`config.mk`:
```
export PLATFORM = sky130hd
export DESIGN_NAME = timing_control_unit
export DESIGN_NICKNAME = d
export VERILOG_FILES = /design/src/rtl/bascomp_pkg.sv /design/src/rtl/timing_decoder.sv /design/src/rtl/timing_control_unit.sv
export SDC_FILE = /design/constraint.sdc
export NUM_CORES = 1
export LEC_CHECK = 0
export CAP_MARGIN = 20
export CORE_AREA = 2 2 58 60
export DETAILED_ROUTE_END_ITERATION = 8
export DIE_AREA = 0 0 60 62
export HOLD_SLACK_MARGIN = 0.1
export PLACE_DENSITY = 0.82
export SYNTH_ARGS = -nofsm -noshare
export SYNTH_HDL_FRONTEND = slang
export SYNTH_SLANG_ARGS = --single-unit
```
`constraint.sdc`:
```
create_clock -name clk -period 4.7 [get_ports clk]
set_input_delay 0.705 -clock clk [delete_from_list [all_inputs] [get_ports clk]]
set_output_delay 0.705 -clock clk [all_outputs]
set_load 0.05 [all_outputs]
```
`src/rtl/bascomp_pkg.sv`:
```
// Shared encodings for the basic-computer control path: control-word bit map,
// bus/ALU selector codes, opcodes and register-reference / I/O bit positions.
package bascomp_pkg;

   localparam int CTRL_AR_LD   = 0;
   localparam int CTRL_AR_INC  = 1;
   localparam int CTRL_AR_CLR  = 2;
   localparam int CTRL_PC_LD   = 3;
   localparam int CTRL_PC_INC  = 4;
   localparam int CTRL_PC_CLR  = 5;
   localparam int CTRL_DR_LD   = 6;
   localparam int CTRL_DR_INC  = 7;
   localparam int CTRL_AC_LD   = 8;
   localparam int CTRL_AC_INC  = 9;
   localparam int CTRL_AC_CLR  = 10;
   localparam int CTRL_IR_LD   = 11;
   localparam int CTRL_TR_LD   = 12;
   localparam int CTRL_OUTR_LD = 13;
   localparam int CTRL_MEM_RD  = 14;
   localparam int CTRL_MEM_WR  = 15;
   localparam int CTRL_E_CLR   = 16;
   localparam int CTRL_E_CMP   = 17;
   localparam int CTRL_FGI_CLR = 18;
   localparam int CTRL_FGO_CLR = 19;

   typedef enum logic [2:0] {
      BUS_NONE = 3'd0,
      BUS_AR   = 3'd1,
      BUS_PC   = 3'd2,
      BUS_DR   = 3'd3,
      BUS_AC   = 3'd4,
      BUS_IR   = 3'd5,
      BUS_TR   = 3'd6,
      BUS_MEM  = 3'd7
   } bus_sel_e;

   typedef enum logic [2:0] {
      ALU_PASS = 3'd0,
      ALU_AND  = 3'd1,
      ALU_ADD  = 3'd2,
      ALU_DR   = 3'd3,
      ALU_CMA  = 3'd4,
      ALU_CIR  = 3'd5,
      ALU_CIL  = 3'd6,
      ALU_INPR = 3'd7
   } alu_op_e;

   localparam logic [2:0] D_AND   = 3'd0;
   localparam logic [2:0] D_ADD   = 3'd1;
   localparam logic [2:0] D_LDA   = 3'd2;
   localparam logic [2:0] D_STA   = 3'd3;
   localparam logic [2:0] D_BUN   = 3'd4;
   localparam logic [2:0] D_BSA   = 3'd5;
   localparam logic [2:0] D_ISZ   = 3'd6;
   localparam logic [2:0] D_REGIO = 3'd7;

   localparam int RR_CLA = 11;
   localparam int RR_CLE = 10;
   localparam int RR_CMA = 9;
   localparam int RR_CME = 8;
   localparam int RR_CIR = 7;
   localparam int RR_CIL = 6;
   localparam int RR_INC = 5;
   localparam int RR_SPA = 4;
   localparam int RR_SNA = 3;
   localparam int RR_SZA = 2;
   localparam int RR_SZE = 1;
   localparam int RR_HLT = 0;

   localparam int IO_INP = 11;
   localparam int IO_OUT = 10;
   localparam int IO_SKI = 9;
   localparam int IO_SKO = 8;
   localparam int IO_ION = 7;
   localparam int IO_IOF = 6;

   // AC update operation for the AND/ADD/LDA group at T5.
   function automatic alu_op_e mem_alu_op(input logic [2:0] d);
      case (d)
         D_AND:   return ALU_AND;
         D_ADD:   return ALU_ADD;
         default: return ALU_DR;
      endcase
   endfunction

endpackage

```
`src/rtl/timing_decoder.sv`:
```
// Sequence-counter value to one-hot timing signal T0..T15.
module timing_decoder (
   input  logic [3:0]  sequence_i,
   output logic [15:0] t_o
);

   always_comb begin
      t_o = 16'd0;
      t_o[sequence_i] = 1'b1;
   end

endmodule

```
`src/rtl/timing_control_unit.sv`:
```
// Instruction-cycle controller: decodes timing state, IR and flags into the
// control word and owns the I, D, R, IEN and S flip-flops.
module timing_control_unit
   import bascomp_pkg::*;
#(
   parameter int ADDR_W = 12,
   parameter int WORD_W = 16,
   parameter int CTRL_W = 20
) (
   input  logic              clk,
   input  logic              rst,
   // counter value; "sequence" itself is a reserved word in SystemVerilog
   input  logic [3:0]        sequence_i,
   input  logic [WORD_W-1:0] ir,
   input  logic              dr_zero,
   input  logic              ac_zero,
   input  logic              ac_sign,
   input  logic              e_flag,
   input  logic              fgi,
   input  logic              fgo,
   input  logic              start,
   output logic              sc_inc,
   output logic              sc_clr,
   output logic [CTRL_W-1:0] ctrl,
   output logic [2:0]        bus_sel,
   output logic [2:0]        alu_op,
   output logic              running,
   output logic              ien
);

   logic [15:0]       t;
   logic [ADDR_W-1:0] op_bits;
   logic              late_t;

   logic              i_q, i_d;
   logic [2:0]        d_q, d_d;
   logic              r_q, r_d;
   logic              ien_q, ien_d;
   logic              s_q, s_d;

   logic [CTRL_W-1:0] ctrl_d;
   bus_sel_e          bus_d;
   alu_op_e           alu_d;
   logic              clr_d;
   logic              used;
   logic              latch_ir;
   logic              hlt;
   logic              ion;
   logic              iof;
   logic              int_done;
   logic              active;

   timing_decoder u_timing_decoder (
      .sequence_i (sequence_i),
      .t_o        (t)
   );

   assign op_bits = ir[ADDR_W-1:0];
   assign late_t  = |t[15:7];

   always_comb begin
      ctrl_d   = '0;
      bus_d    = BUS_NONE;
      alu_d    = ALU_PASS;
      clr_d    = 1'b0;
      used     = 1'b0;
      latch_ir = 1'b0;
      hlt      = 1'b0;
      ion      = 1'b0;
      iof      = 1'b0;
      int_done = 1'b0;

      // T0..T2 belong either to the interrupt cycle or to instruction fetch.
      if (r_q) begin
         if (t[0]) begin
            used = 1'b1;
            ctrl_d[CTRL_AR_CLR] = 1'b1;
            ctrl_d[CTRL_TR_LD]  = 1'b1;
            bus_d = BUS_PC;
         end
         if (t[1]) begin
            used = 1'b1;
            ctrl_d[CTRL_MEM_WR] = 1'b1;
            ctrl_d[CTRL_PC_CLR] = 1'b1;
            bus_d = BUS_TR;
         end
         if (t[2]) begin
            used = 1'b1;
            ctrl_d[CTRL_PC_INC] = 1'b1;
            clr_d    = 1'b1;
            int_done = 1'b1;
         end
      end else begin
         if (t[0]) begin
            used = 1'b1;
            ctrl_d[CTRL_AR_LD] = 1'b1;
            bus_d = BUS_PC;
         end
         if (t[1]) begin
            used = 1'b1;
            ctrl_d[CTRL_MEM_RD] = 1'b1;
            ctrl_d[CTRL_IR_LD]  = 1'b1;
            ctrl_d[CTRL_PC_INC] = 1'b1;
            bus_d = BUS_MEM;
         end
         if (t[2]) begin
            used = 1'b1;
            ctrl_d[CTRL_AR_LD] = 1'b1;
            bus_d    = BUS_IR;
            latch_ir = 1'b1;
         end
      end

      // T3: indirect fetch, or register-reference / I/O execution.
      if (t[3]) begin
         used = 1'b1;
         if (d_q != D_REGIO) begin
            if (i_q) begin
               ctrl_d[CTRL_AR_LD]  = 1'b1;
               ctrl_d[CTRL_MEM_RD] = 1'b1;
               bus_d = BUS_MEM;
            end
         end else if (!i_q) begin
            // descending bit order so the lowest set bit owns alu_op
            if (op_bits[RR_CLA]) ctrl_d[CTRL_AC_CLR] = 1'b1;
            if (op_bits[RR_CLE]) ctrl_d[CTRL_E_CLR]  = 1'b1;
            if (op_bits[RR_CMA]) begin
               ctrl_d[CTRL_AC_LD] = 1'b1;
               alu_d = ALU_CMA;
            end
            if (op_bits[RR_CME]) ctrl_d[CTRL_E_CMP] = 1'b1;
            if (op_bits[RR_CIR]) begin
               ctrl_d[CTRL_AC_LD] = 1'b1;
               alu_d = ALU_CIR;
            end
            if (op_bits[RR_CIL]) begin
               ctrl_d[CTRL_AC_LD] = 1'b1;
               alu_d = ALU_CIL;
            end
            if (op_bits[RR_INC]) ctrl_d[CTRL_AC_INC] = 1'b1;
            if ((op_bits[RR_SPA] && !ac_sign) || (op_bits[RR_SNA] && ac_sign) ||
                (op_bits[RR_SZA] && ac_zero)  || (op_bits[RR_SZE] && !e_flag))
               ctrl_d[CTRL_PC_INC] = 1'b1;
            if (op_bits[RR_HLT]) hlt = 1'b1;
            clr_d = 1'b1;
         end else begin
            if (op_bits[IO_INP]) begin
               ctrl_d[CTRL_AC_LD]   = 1'b1;
               ctrl_d[CTRL_FGI_CLR] = 1'b1;
               alu_d = ALU_INPR;
            end
            if (op_bits[IO_OUT]) begin
               ctrl_d[CTRL_OUTR_LD] = 1'b1;
               ctrl_d[CTRL_FGO_CLR] = 1'b1;
               bus_d = BUS_AC;
            end
            if ((op_bits[IO_SKI] && fgi) || (op_bits[IO_SKO] && fgo))
               ctrl_d[CTRL_PC_INC] = 1'b1;
            if (op_bits[IO_ION]) ion = 1'b1;
            if (op_bits[IO_IOF]) iof = 1'b1;
            clr_d = 1'b1;
         end
      end

      if (d_q != D_REGIO) begin
         case (d_q)
            D_AND, D_ADD, D_LDA: begin
               if (t[4]) begin
                  used = 1'b1;
                  ctrl_d[CTRL_DR_LD]  = 1'b1;
                  ctrl_d[CTRL_MEM_RD] = 1'b1;
                  bus_d = BUS_MEM;
               end
               if (t[5]) begin
                  used = 1'b1;
                  ctrl_d[CTRL_AC_LD] = 1'b1;
                  alu_d = mem_alu_op(d_q);
                  clr_d = 1'b1;
               end
            end
            D_STA: begin
               if (t[4]) begin
                  used = 1'b1;
                  ctrl_d[CTRL_MEM_WR] = 1'b1;
                  bus_d = BUS_AC;
                  clr_d = 1'b1;
               end
            end
            D_BUN: begin
               if (t[4]) begin
                  used = 1'b1;
                  ctrl_d[CTRL_PC_LD] = 1'b1;
                  bus_d = BUS_AR;
                  clr_d = 1'b1;
               end
            end
            D_BSA: begin
               if (t[4]) begin
                  used = 1'b1;
                  ctrl_d[CTRL_MEM_WR] = 1'b1;
                  ctrl_d[CTRL_AR_INC] = 1'b1;
                  bus_d = BUS_PC;
               end
               if (t[5]) begin
                  used = 1'b1;
                  ctrl_d[CTRL_PC_LD] = 1'b1;
                  bus_d = BUS_AR;
                  clr_d = 1'b1;
               end
            end
            D_ISZ: begin
               if (t[4]) begin
                  used = 1'b1;
                  ctrl_d[CTRL_DR_LD]  = 1'b1;
                  ctrl_d[CTRL_MEM_RD] = 1'b1;
                  bus_d = BUS_MEM;
               end
               if (t[5]) begin
                  used = 1'b1;
                  ctrl_d[CTRL_DR_INC] = 1'b1;
               end
               if (t[6]) begin
                  used = 1'b1;
                  ctrl_d[CTRL_MEM_WR] = 1'b1;
                  ctrl_d[CTRL_PC_INC] = dr_zero;
                  bus_d = BUS_DR;
                  clr_d = 1'b1;
               end
            end
            default: ;
         endcase
      end

      // A T-state the current instruction never reaches just restarts the cycle.
      if (!used || late_t) begin
         ctrl_d   = '0;
         bus_d    = BUS_NONE;
         alu_d    = ALU_PASS;
         clr_d    = 1'b1;
         latch_ir = 1'b0;
         hlt      = 1'b0;
         ion      = 1'b0;
         iof      = 1'b0;
         int_done = 1'b0;
      end
   end

   always_comb begin
      i_d   = i_q;
      d_d   = d_q;
      r_d   = r_q;
      ien_d = ien_q;
      s_d   = s_q;
      if (s_q) begin
         if (latch_ir) begin
            i_d = ir[WORD_W-1];
            d_d = ir[WORD_W-2 -: 3];
         end
         if (int_done)
            r_d = 1'b0;
         else if (!(t[0] || t[1] || t[2]) && ien_q && (fgi || fgo))
            r_d = 1'b1;
         if (int_done || iof)
            ien_d = 1'b0;
         else if (ion)
            ien_d = 1'b1;
         if (hlt) s_d = 1'b0;
      end else if (start) begin
         s_d = 1'b1;
      end
   end

   always_ff @(posedge clk) begin
      if (rst) begin
         i_q   <= 1'b0;
         d_q   <= 3'd0;
         r_q   <= 1'b0;
         ien_q <= 1'b0;
         s_q   <= 1'b1;
      end else begin
         i_q   <= i_d;
         d_q   <= d_d;
         r_q   <= r_d;
         ien_q <= ien_d;
         s_q   <= s_d;
      end
   end

   // Reset forces a counter clear; a halted machine drives nothing at all.
   assign active  = !rst && s_q;
   assign sc_clr  = rst || (s_q && clr_d);
   assign sc_inc  = active && !clr_d;
   assign ctrl    = active ? ctrl_d : '0;
   assign bus_sel = active ? bus_d : BUS_NONE;
   assign alu_op  = active ? alu_d : ALU_PASS;
   assign running = s_q;
   assign ien     = ien_q;

endmodule

```
* Word level (Yosys, flattened, before mapping)
Cells that the tools add are included.
** Storage, ports and cells
- Bits in registers :: 7
- Input bits :: 29
- Output and inout bits :: 30
** Cells by class
- Magnitude comparators :: 2
- Equality and inequality tests :: 7
- Multiplexer cells :: 135
- Reductions and logical operators :: 40
** Operators with widths (count)
- 2-to-1 mux 3 bit :: 33
- 2-to-1 mux 1 bit :: 84
- 2-to-1 mux 20 bit :: 2
- case mux 3 bit (5 select lines) :: 1
- 2-to-1 mux 2 bit :: 7
- logical AND 1 bit :: 12
- logical OR 1 bit :: 10
- == test 3 bit, second input constant :: 3
- OR reduction 9 bit :: 1
- 2-to-1 mux 4 bit :: 2
- OR reduction 4 bit :: 2
- == test 3 x 2 -> 1 bit, second input constant :: 2
- zero test 1 bit :: 6
- case mux 1 bit (3 select lines) :: 2
- AND reduction 2 bit :: 3
- < comparator 4 x 5 -> 1 bit, second input constant :: 1
- demux 1 bit (select 4 bit) :: 1
- >= comparator 4 x 1 -> 1 bit, second input constant :: 1
- case mux 1 bit (2 select lines) :: 2
- case mux 2 bit (2 select lines) :: 1
- nonzero test 2 bit :: 2
- OR reduction 2 bit :: 2
- == test 3 x 1 -> 1 bit, second input constant :: 1
- zero test 3 bit :: 1
- 2 further kinds :: 2

* Logic depth before layout (Yosys ltp)
Gate-level depths: netlist of run 1.
- Depth in word-level cells :: 19
- Gate-level depth with buffers :: 8
- Mapped depth without buffers :: 5

* Modules after synthesis
From an unflattened synthesis of run 1, not the netlist that was laid out.
** Second synthesis, totals
- Cells, all modules :: 182
- Area, all modules :: 1323.8 um^2
** Modules (own cells, without submodules)
- timing_control_unit :: times used 1, cells each 162, area each 1097.3 um^2, sequential area each 140.1 um^2
- timing_decoder :: times used 1, cells each 20, area each 226.5 um^2, sequential area each 0.0 um^2

* Worst setup path before layout of run 1
OpenSTA, ideal clock, no wires.
- Path kind :: input to output
- Start point :: in sequence_i[1]
- End point :: out ctrl[1]
- Data arrival time :: 3.366 ns
- Path slack :: 0.629 ns
- Stages :: 7
- Buffers on the path :: 2
- Path through :: buf_6 > or4b_1 > buf_2 > o311ai_2 > nand4_2 > o21a_2 > nor4_1
** On the way
- Longest elaborated chain between the ends :: 17
- Elaborated cells between the ends (all ways) :: 22
** Ends and longest elaborated chain
- from (decl) :: line timing_control_unit.sv:13 : input logic [3:0] sequence_i,
- < comparator 4 x 5 -> 1 bit (not written as such) / >= comparator 4 x 1 -> 1 bit (equally long branches) :: line timing_decoder.sv:9 : t_o[sequence_i] = 1'b1;
- logical AND 1 bit (not written as such) :: line timing_decoder.sv:9
- 2-to-1 mux 1 bit (not written as such) :: line timing_decoder.sv:9
- demux 1 bit (select 4 bit) *
- 2-to-1 mux 1 bit :: line timing_control_unit.sv:75, timing_control_unit.sv:94
- 2-to-1 mux 1 bit :: line timing_control_unit.sv:81, timing_control_unit.sv:99
- 2-to-1 mux 1 bit :: line timing_control_unit.sv:87, timing_control_unit.sv:106
- 2-to-1 mux 1 bit :: line timing_control_unit.sv:115 : if (t[3]) begin
- 2-to-1 mux 1 bit
- 2-to-1 mux 1 bit :: line timing_control_unit.sv:174 : if (t[5]) begin
- 2-to-1 mux 1 bit :: line timing_control_unit.sv:222 : if (t[6]) begin
- case mux 1 bit (3 select lines) :: line timing_control_unit.sv:166 : case (d_q)
- 2-to-1 mux 1 bit :: line timing_control_unit.sv:165 : if (d_q != D_REGIO) begin
- zero test 1 bit :: line timing_control_unit.sv:235 : if (!used || late_t) begin
- logical OR 1 bit :: line timing_control_unit.sv:235
- 2-to-1 mux 20 bit * :: line timing_control_unit.sv:235
- 2-to-1 mux 20 bit * :: line timing_control_unit.sv:293 : assign ctrl = active ? ctrl_d : '0;
- to (decl) :: line timing_control_unit.sv:24 : output logic [CTRL_W-1:0] ctrl,
Every way passes the cells marked *; elsewhere a longest branch is shown, timed or not.

* Final worst setup path of run 1
- Start point :: in sequence_i[2]
- End point :: out alu_op[1]
** On the way
- Longest elaborated chain between the ends :: 17
- Elaborated cells between the ends (all ways) :: 23
** Ends and longest elaborated chain
- < comparator 4 x 5 -> 1 bit (not written as such) / >= comparator 4 x 1 -> 1 bit (equally long branches) :: line timing_decoder.sv:9
- logical AND 1 bit (not written as such) :: line timing_decoder.sv:9
- 2-to-1 mux 1 bit (not written as such) :: line timing_decoder.sv:9
- demux 1 bit (select 4 bit) *
- 2-to-1 mux 1 bit :: line timing_control_unit.sv:75, timing_control_unit.sv:94
- 2-to-1 mux 1 bit :: line timing_control_unit.sv:81, timing_control_unit.sv:99
- 2-to-1 mux 1 bit :: line timing_control_unit.sv:87, timing_control_unit.sv:106
- 2-to-1 mux 1 bit :: line timing_control_unit.sv:115
- 2-to-1 mux 1 bit
- 2-to-1 mux 1 bit :: line timing_control_unit.sv:174
- 2-to-1 mux 1 bit :: line timing_control_unit.sv:222
- case mux 1 bit (3 select lines) :: line timing_control_unit.sv:166
- 2-to-1 mux 1 bit :: line timing_control_unit.sv:165
- zero test 1 bit :: line timing_control_unit.sv:235
- logical OR 1 bit :: line timing_control_unit.sv:235
- 2-to-1 mux 3 bit * :: line timing_control_unit.sv:235
- 2-to-1 mux 3 bit * :: line timing_control_unit.sv:295 : assign alu_op = active ? alu_d : ALU_PASS;
- to (decl) :: line timing_control_unit.sv:26 : output logic [2:0] alu_op,
Marked as above.

==> results of run 1 <==
## final timing paths
kind	to	cells past startpoint
worst min register to register	r_q$_SDFFE_PP0P_	2
worst max register to register	running$_SDFF_PP1_	5
worst max-delay path	alu_op[1]	7
worst min-delay path	r_q$_SDFFE_PP0P_	2
## cells in the final DEF, fill, tap and decap left out, drive strengths merged, types with 3 or more instances in the layout
master         netlist  final
nand3                4      4
clkdlybuf4s50        0     49
nand2               19     19
nor4                 3      3
a211oi               3      3
nand2b               8      8
nor2                19     19
a21oi               13     13
a22oi                3      3
a31oi                3      3
nor3                16     16
buf                  7     19
or2                  3      3
and2                 5      5
o22ai                4      4
dfxtp                7      7
mux2i                6      6
nor2b                6      6
inv                  5      5
clkbuf              13      4
o21ai               10     10
## routing by layer
metal  track usage [%]  vias to the layer above
met5                 0                        -
met4              6.67                        0
met3              3.93                        9
met2              38.0                       83
met1              32.0                      710
li1                  -                      784
## worst max-delay path, delay by kind of cell
family | cells | cell delay [ns]
AND/OR/NAND/NOR | 2 | 0.77
AO/OA/AOI/OAI | 3 | 0.59
buffers and inverters | 2 | 1.47
## power by group through the flow
stage / Sequential (W) / Combinational [W] / Clock, W
3_3_place_gp: 0.0000641 / 0.0000863 / 0
5_1_grt: 0.0000631 / 0.0000954 / 0.0000592
6_report: 0.0000629 / 0.0000880 / 0.0000539
3_5_place_dp: 0.0000640 / 0.0000869 / 0
2_1_floorplan: 0.0000618 / 0.0000489 / 0
4_1_cts: 0.0000628 / 0.0000873 / 0.0000562
## kinds of logic after synthesis
logic type      Yosys count  share of synthesized area, %
buf+inv                  25                          9.93
mux                       6                          4.96
flops                     7                          11.6
simple gates             95                          42.3
compound gates           53                          30.5
xor+xnor                  1                         0.724
## stage by stage
stage / utilization [%] / total power [W] / hold WS [ns] / instance area, sq um
2_1_floorplan: - / 0.000111 / 0.479 / 1210
3_3_place_gp: 56.6 / 0.000150 / 0.536 / 1800
3_5_place_dp: 56.6 / 0.000151 / 0.561 / 1800
4_1_cts: 57.4 / 0.000206 / 0.580 / 1830
5_1_grt: 57.4 / 0.000218 / 0.613 / 1830
6_report: 57.4 / 0.000205 / 0.565 / 1830
## state kept, by name (all words and copies together) (netlist names)
name and flops:
d_q 3, i_q 1, ien 1, r_q 1, running 1
## area by class of cell
cell class	count	area [sq um]	share of cell area (%)
Sequential cell	7	140	7.68
Tap cell	46	57.6	3.15
Inverter	5	18.8	1.03
Multi-Input combinational cell	155	950	52.0
Clock buffer	4	26.3	1.44
Timing Repair Buffer	68	633	34.7
==> summary.txt, run 1 <==
Place
  • Pre-CTS WS: 0.493 ns
  • # port buffers: 58
  • Global placement routability congestion: 0.913
  • Post-Place Cells: 281
  • DP Wirelength: 3.23 mm

Clock network
  • Root buffer cell: clkbuf_4
  • Post CTS Setup Buffer Count: 0
  • Number of H-tree levels: 1
  • Clock-pin transition on the worst setup and hold timing paths: 0.05 ns
  • Num CTS Buffers: 3
  • Clock latency reported for the late side of the worst-skew pair: 0.25 ns
  • Post-CTS Hold Fix Bufs: 0
  • Largest buffer count on any clock path: 2
  • Clock tree from TritonCTS: yes
  • # resized after CTS: 0
  • Total number of clock tree sinks: 7

Detailed routing
  • Met2 routed WL: 1.83 mm
  • Detail-routed net length per standard cell: 14.5 microns
  • Average vias per placed instance: 5.56
  • Total met3 wirelength after detailed routing: 346 microns
  • TritonRoute pass-1 iters: 4
  • Routed vias: 1586
  • Total detailed-routing wirelength: 4.13 mm
  • Top Metal Used: met4
  • Met1 Wirelength: 1.89 mm
  • DR DRC count: 0
  • Number of nets with antenna violations after detailed routing: 0
  • Drt initial violations: 82

Job
  • Max cap viols: 0

Die
  • Vertical extent of the die: 62 microns
  • Die width: 60 microns
  • Total core area: 3180 sq um
  • Starting density of the core: 38.1%
  • Ports placed on the boundary: 59
  • Die area: 3720 sq um
  • Cell row count: 21

Timing
  • Final worst-path setup slack: 0.460 ns
  • Final worst path period need: 4.24 ns
  • Summed negative setup slack over all endpoints: 0 ns
  • Worst clock skew on the final layout: 0.00109 ns
  • Final setup viols: 0
  • RSZ-0062 raised after global routing: no
  • Final period utilization: 90.2%
  • Actual transition at the worst max-transition pin: 0.559 ns
  • Number of slew-limit violations in the final report: 0
  • Endpoints failing hold: 0
  • Highest clock frequency the design can meet: 236 MHz
  • Tightest slew margin relative to the limit: 62.7%

Worst setup path
  • Highest fanout seen on the critical path: 13
  • Internal reg-to-reg setup slack: 2.80 ns
  • Class of the most critical setup path: in -> out
  • Highest cell delay on the worst timing path: 0.83 ns
  • CP Launch Point: sequence_i[2]
  • Arrival time of the worst setup path: 3.54 ns
  • Nature of the critical path endpoint: output pin
  • Critical Path Most Common Cell: clkdlybuf4s50_1
  • Worst Path Required: 3.99 ns
  • Critical R2R Launch: running$_SDFF_PP1_
  • Startpoint class of the critical path: primary input
  • Slowest stage cell, crit path: clkdlybuf4s50_1
  • Series of cell instances along the critical path: clkdlybuf4s50_1, or4b_1, o311ai_2, nand4_2, o21a_2, a211oi_2, clkdlybuf4s50_1

Global route
  • Global router's overall resource usage: 23.4%
  • Total congestion overflow after global routing: 0
  • Maximum number of pins on one net before global-route repair: 20
  • Via count of the first global-routing pass: 1446
  • First-pass GRT wire length: 6.73 mm
  • Initial antenna violation count: 0

Synthesis
  • Number of enable-type register cells in the synthesized netlist: 0
  • Cell Area, Synth: 1210 sq um
  • Library cell with the largest summed area after synthesis: dfxtp_1
  • Portion of the post-synthesis area used by sequential elements: 11.6%
  • Synthesized flop and latch total: 7
  • Synthesized Nets: 216
  • Cell types with the highest counts after synthesis: 19 x nand2_1, 19 x nor2_1, 13 x a21oi_1, 13 x clkbuf_1, 13 x nor3_1
  • Area fraction of the dominant cell type after synthesis: 11.6%
  • Total number of yosys warnings: 0
  • Number of cells produced by synthesis: 187
  • Average instance area after synthesis: 6.47 sq um
  • Synth top area cells: dfxtp_1 12%, nand2_1 5.9%, nor2_1 5.9%
  • Fraction of registers with async set or reset after synthesis: 0%
  • Number of distinct library cell variants in the gate-level netlist after synthesis: 48
  • Synth Flop Type: dfxtp_1

Power
  • Part of the total power dissipated in the clock network: 26.3%
  • Switching fraction of total power: 33.4%
  • Comb pwr share: 43.0%
  • Internal power of the cells: 0.000136 W
  • Sequential cell fraction of total power: 30.7%
  • Leakage: 0.654 nW
  • Power density relative to cell area: 112 nW/um^2
  • Switching power: 0.0000684 W
  • Worst-case vdd ir drop: 0.126 mV

Cells and area
  • Proportion of layout cells with a drive suffix above 1: 14.6%
  • Final-stage net count: 269
  • Fill cell instance count of the final layout: 313
  • Antenna fix cells: 0
  • Final Non-Filler Cells: 285
  • Area growth from synthesis to layout: 50.9%

Worst hold path
  • Hold path start: ien$_SDFFE_PP0P_
  • Min-delay worst type: reg -> reg

Run status
  • Run status: completed
No activity file was read; power rests on OpenSTA's default activity.
==> run 2: changes to the inputs <==
DONT_BUFFER_PORTS = 1   (was not set)
PLACE_DENSITY = 0.58   (was 0.82)
==> run 2 against run 1 <==
Compared with the run above:
- hold slack lost 0.039 ns
- first-iteration DRC count is 2.4% lower
- global-route usage fell by 1.5 points
- fmax grew 18%
- combinational power decreased by 45%
- final cell count shrank 20%
- sequential cell count is the same
- die area did not move
- critical path depth decreased by 2
- count of clock-buffer cells in the layout unchanged
- clock power fell by 0.9%
- register-to-register slack lost 0.02 ns
- critical endpoint is now ctrl[4]
- largest cell class unchanged
- largest power group is now registers
==> summary.txt, run 2 (synthesis gave the netlist of run 1 again) <==
Worst setup path
  • Slowest stage cell, crit path: a211oi_2
  • Startpoint class of the critical path: register
  • Worst Path Required: 3.99 ns
  • Critical Path Most Common Cell: nand2_1
  • Arrival time of the worst setup path: 2.89 ns
  • Highest cell delay on the worst timing path: 0.75 ns
  • Internal reg-to-reg setup slack: 2.78 ns
  • Highest fanout seen on the critical path: 12
  • Series of cell instances along the critical path: nand2_1, nor4_1, nand2_1, o211a_1, a211oi_2
  • Class of the most critical setup path: reg -> out
  • Nature of the critical path endpoint: output pin
  • Logic depth of the worst register-to-register path: 4

Global route
  • First-pass GRT wire length: 6.22 mm
  • Total congestion overflow after global routing: 0
  • Via count of the first global-routing pass: 1317
  • Global router's overall resource usage: 21.9%
  • Maximum number of pins on one net before global-route repair: 21
  • Initial antenna violation count: 0

Power
  • Part of the total power dissipated in the clock network: 32.8%
  • Final Total Pwr: 0.000163 W
  • Worst-case vdd ir drop: 0.115 mV
  • Power density relative to cell area: 125 nW/um^2
  • Comb pwr share: 29.4%
  • Switching fraction of total power: 32.6%
  • Sequential cell fraction of total power: 37.8%
  • Internal power of the cells: 0.000110 W
  • Switching power: 0.0000532 W
  • Leakage: 0.434 nW

Clock network
  • Largest buffer count on any clock path: 2
  • Clock-pin transition on the worst setup and hold timing paths: 0.05 ns
  • Post CTS Setup Buffer Count: 0
  • Total number of clock tree sinks: 7
  • # resized after CTS: 0
  • Clock tree from TritonCTS: yes
  • Clock latency reported for the late side of the worst-skew pair: 0.25 ns
  • Number of H-tree levels: 1
  • Num CTS Buffers: 3
  • Root buffer cell: clkbuf_4
  • Post-CTS Hold Fix Bufs: 0

Detailed routing
  • Total detailed-routing wirelength: 3.90 mm
  • Drt initial violations: 80
  • Routed vias: 1437
  • Detail-routed net length per standard cell: 17.1 microns
  • DR DRC count: 0
  • TritonRoute pass-1 iters: 4
  • Average vias per placed instance: 6.30
  • Number of nets with antenna violations after detailed routing: 0

Die
  • Starting density of the core: 38.1%
  • Cell row count: 21
  • Vertical extent of the die: 62 microns
  • Die width: 60 microns
  • Ports placed on the boundary: 59
  • Die area: 3720 sq um
  • Total core area: 3180 sq um

Timing
  • Final setup viols: 0
  • Summed negative setup slack over all endpoints: 0 ns
  • Number of slew-limit violations in the final report: 0
  • Final period utilization: 76.4%
  • Tightest slew margin relative to the limit: 36.2%
  • Actual transition at the worst max-transition pin: 0.960 ns
  • Highest clock frequency the design can meet: 278 MHz
  • Worst clock skew on the final layout: 0.00283 ns
  • Final worst path period need: 3.59 ns
  • RSZ-0062 raised after global routing: no
  • Endpoints failing hold: 0

Cells and area
  • Area of all placed cells without fillers: 1300 sq um
  • Area growth from synthesis to layout: 7.65%
  • Proportion of layout cells with a drive suffix above 1: 17.0%
  • Register with the most flip-flops: d_q
  • Final-stage net count: 212
  • Max FFs per register: 3
  • Leading cell types in the layout, fill and taps excluded: 19 x nand2_1, 19 x nor2_1, 13 x a21oi_1, 12 x nor3_1
  • Antenna fix cells: 0

Place
  • Cell area after placement: 1280 sq um
  • # port buffers: 0
  • DP Wirelength: 3.01 mm
  • Global placement routability congestion: 0.910

Worst hold path
  • Min-delay worst type: in -> reg
  • Number of cells on the worst hold path: 1

Job
  • Max cap viols: 0

Run status
  • Run status: completed
==> run 2: cell count changes in the layout (fill, tap and decap cells not counted), sizes merged <==
cell	change
clkdlybuf4s50	-49
buf	-8
==> run 2: area by class of cell <==
type | instances | area, sq um
clock buffers | 4 | 26.3
well taps | 46 | 57.6
inverters | 5 | 18.8
fillers | 358 | 1880
multi-input cells | 155 | 973
flip-flops and latches | 7 | 140
repair buffers | 11 | 86.3
==> run 2: worst paths after layout <==
check | startpoint | to
hold reg to reg | i_q$_SDFFE_PP0P_ | i_q$_SDFFE_PP0P_
hold / removal | rst | i_q$_SDFFE_PP0P_
setup reg to reg | d_q[1]$_SDFFE_PP0P_ | ien$_SDFFE_PP0P_
setup / recovery | d_q[1]$_SDFFE_PP0P_ | ctrl[4]
==> run 2: through the flow <==
step / setup WS [ns] / utilization [%] / hold slack, ns / std cells
detailed placement: 1.24 / 40.1 / 0.713 / 224
global placement: 1.30 / 40.1 / 0.686 / 224
finish: 1.11 / 41.0 / 0.526 / 228
global route: 0.896 / 41.0 / 0.513 / 228
CTS: 1.13 / 41.0 / 0.514 / 228
floorplan: 0.629 / - / 0.479 / 187
==> run 2: worst max-delay path, delay by kind of cell (launching register included) <==
| family | cells | cell delay [ns] |
|---|---|---|
| simple gates | 3 | 1.04 |
| compound gates | 2 | 1.02 |
| flops | 1 | 0.59 |
==> run 2: metal layers <==
metal	share of wire (%)	track usage, %	vias to the layer above
met5	0	0	-
li1	-	-	676
met2	50	35.4	77
met4	1.8	10.2	0
met1	41	29.4	676
met3	7.0	2.28	8
==> run 2: power groups by stage <==
stage	combinational [W]	clock [W]	sequential, W
2_1_floorplan	0.0000489	0	0.0000618
3_3_place_gp	0.0000474	0	0.0000628
3_5_place_dp	0.0000477	0	0.0000628
4_1_cts	0.0000479	0.0000559	0.0000615
5_1_grt	0.0000526	0.0000586	0.0000617
6_report	0.0000480	0.0000534	0.0000616
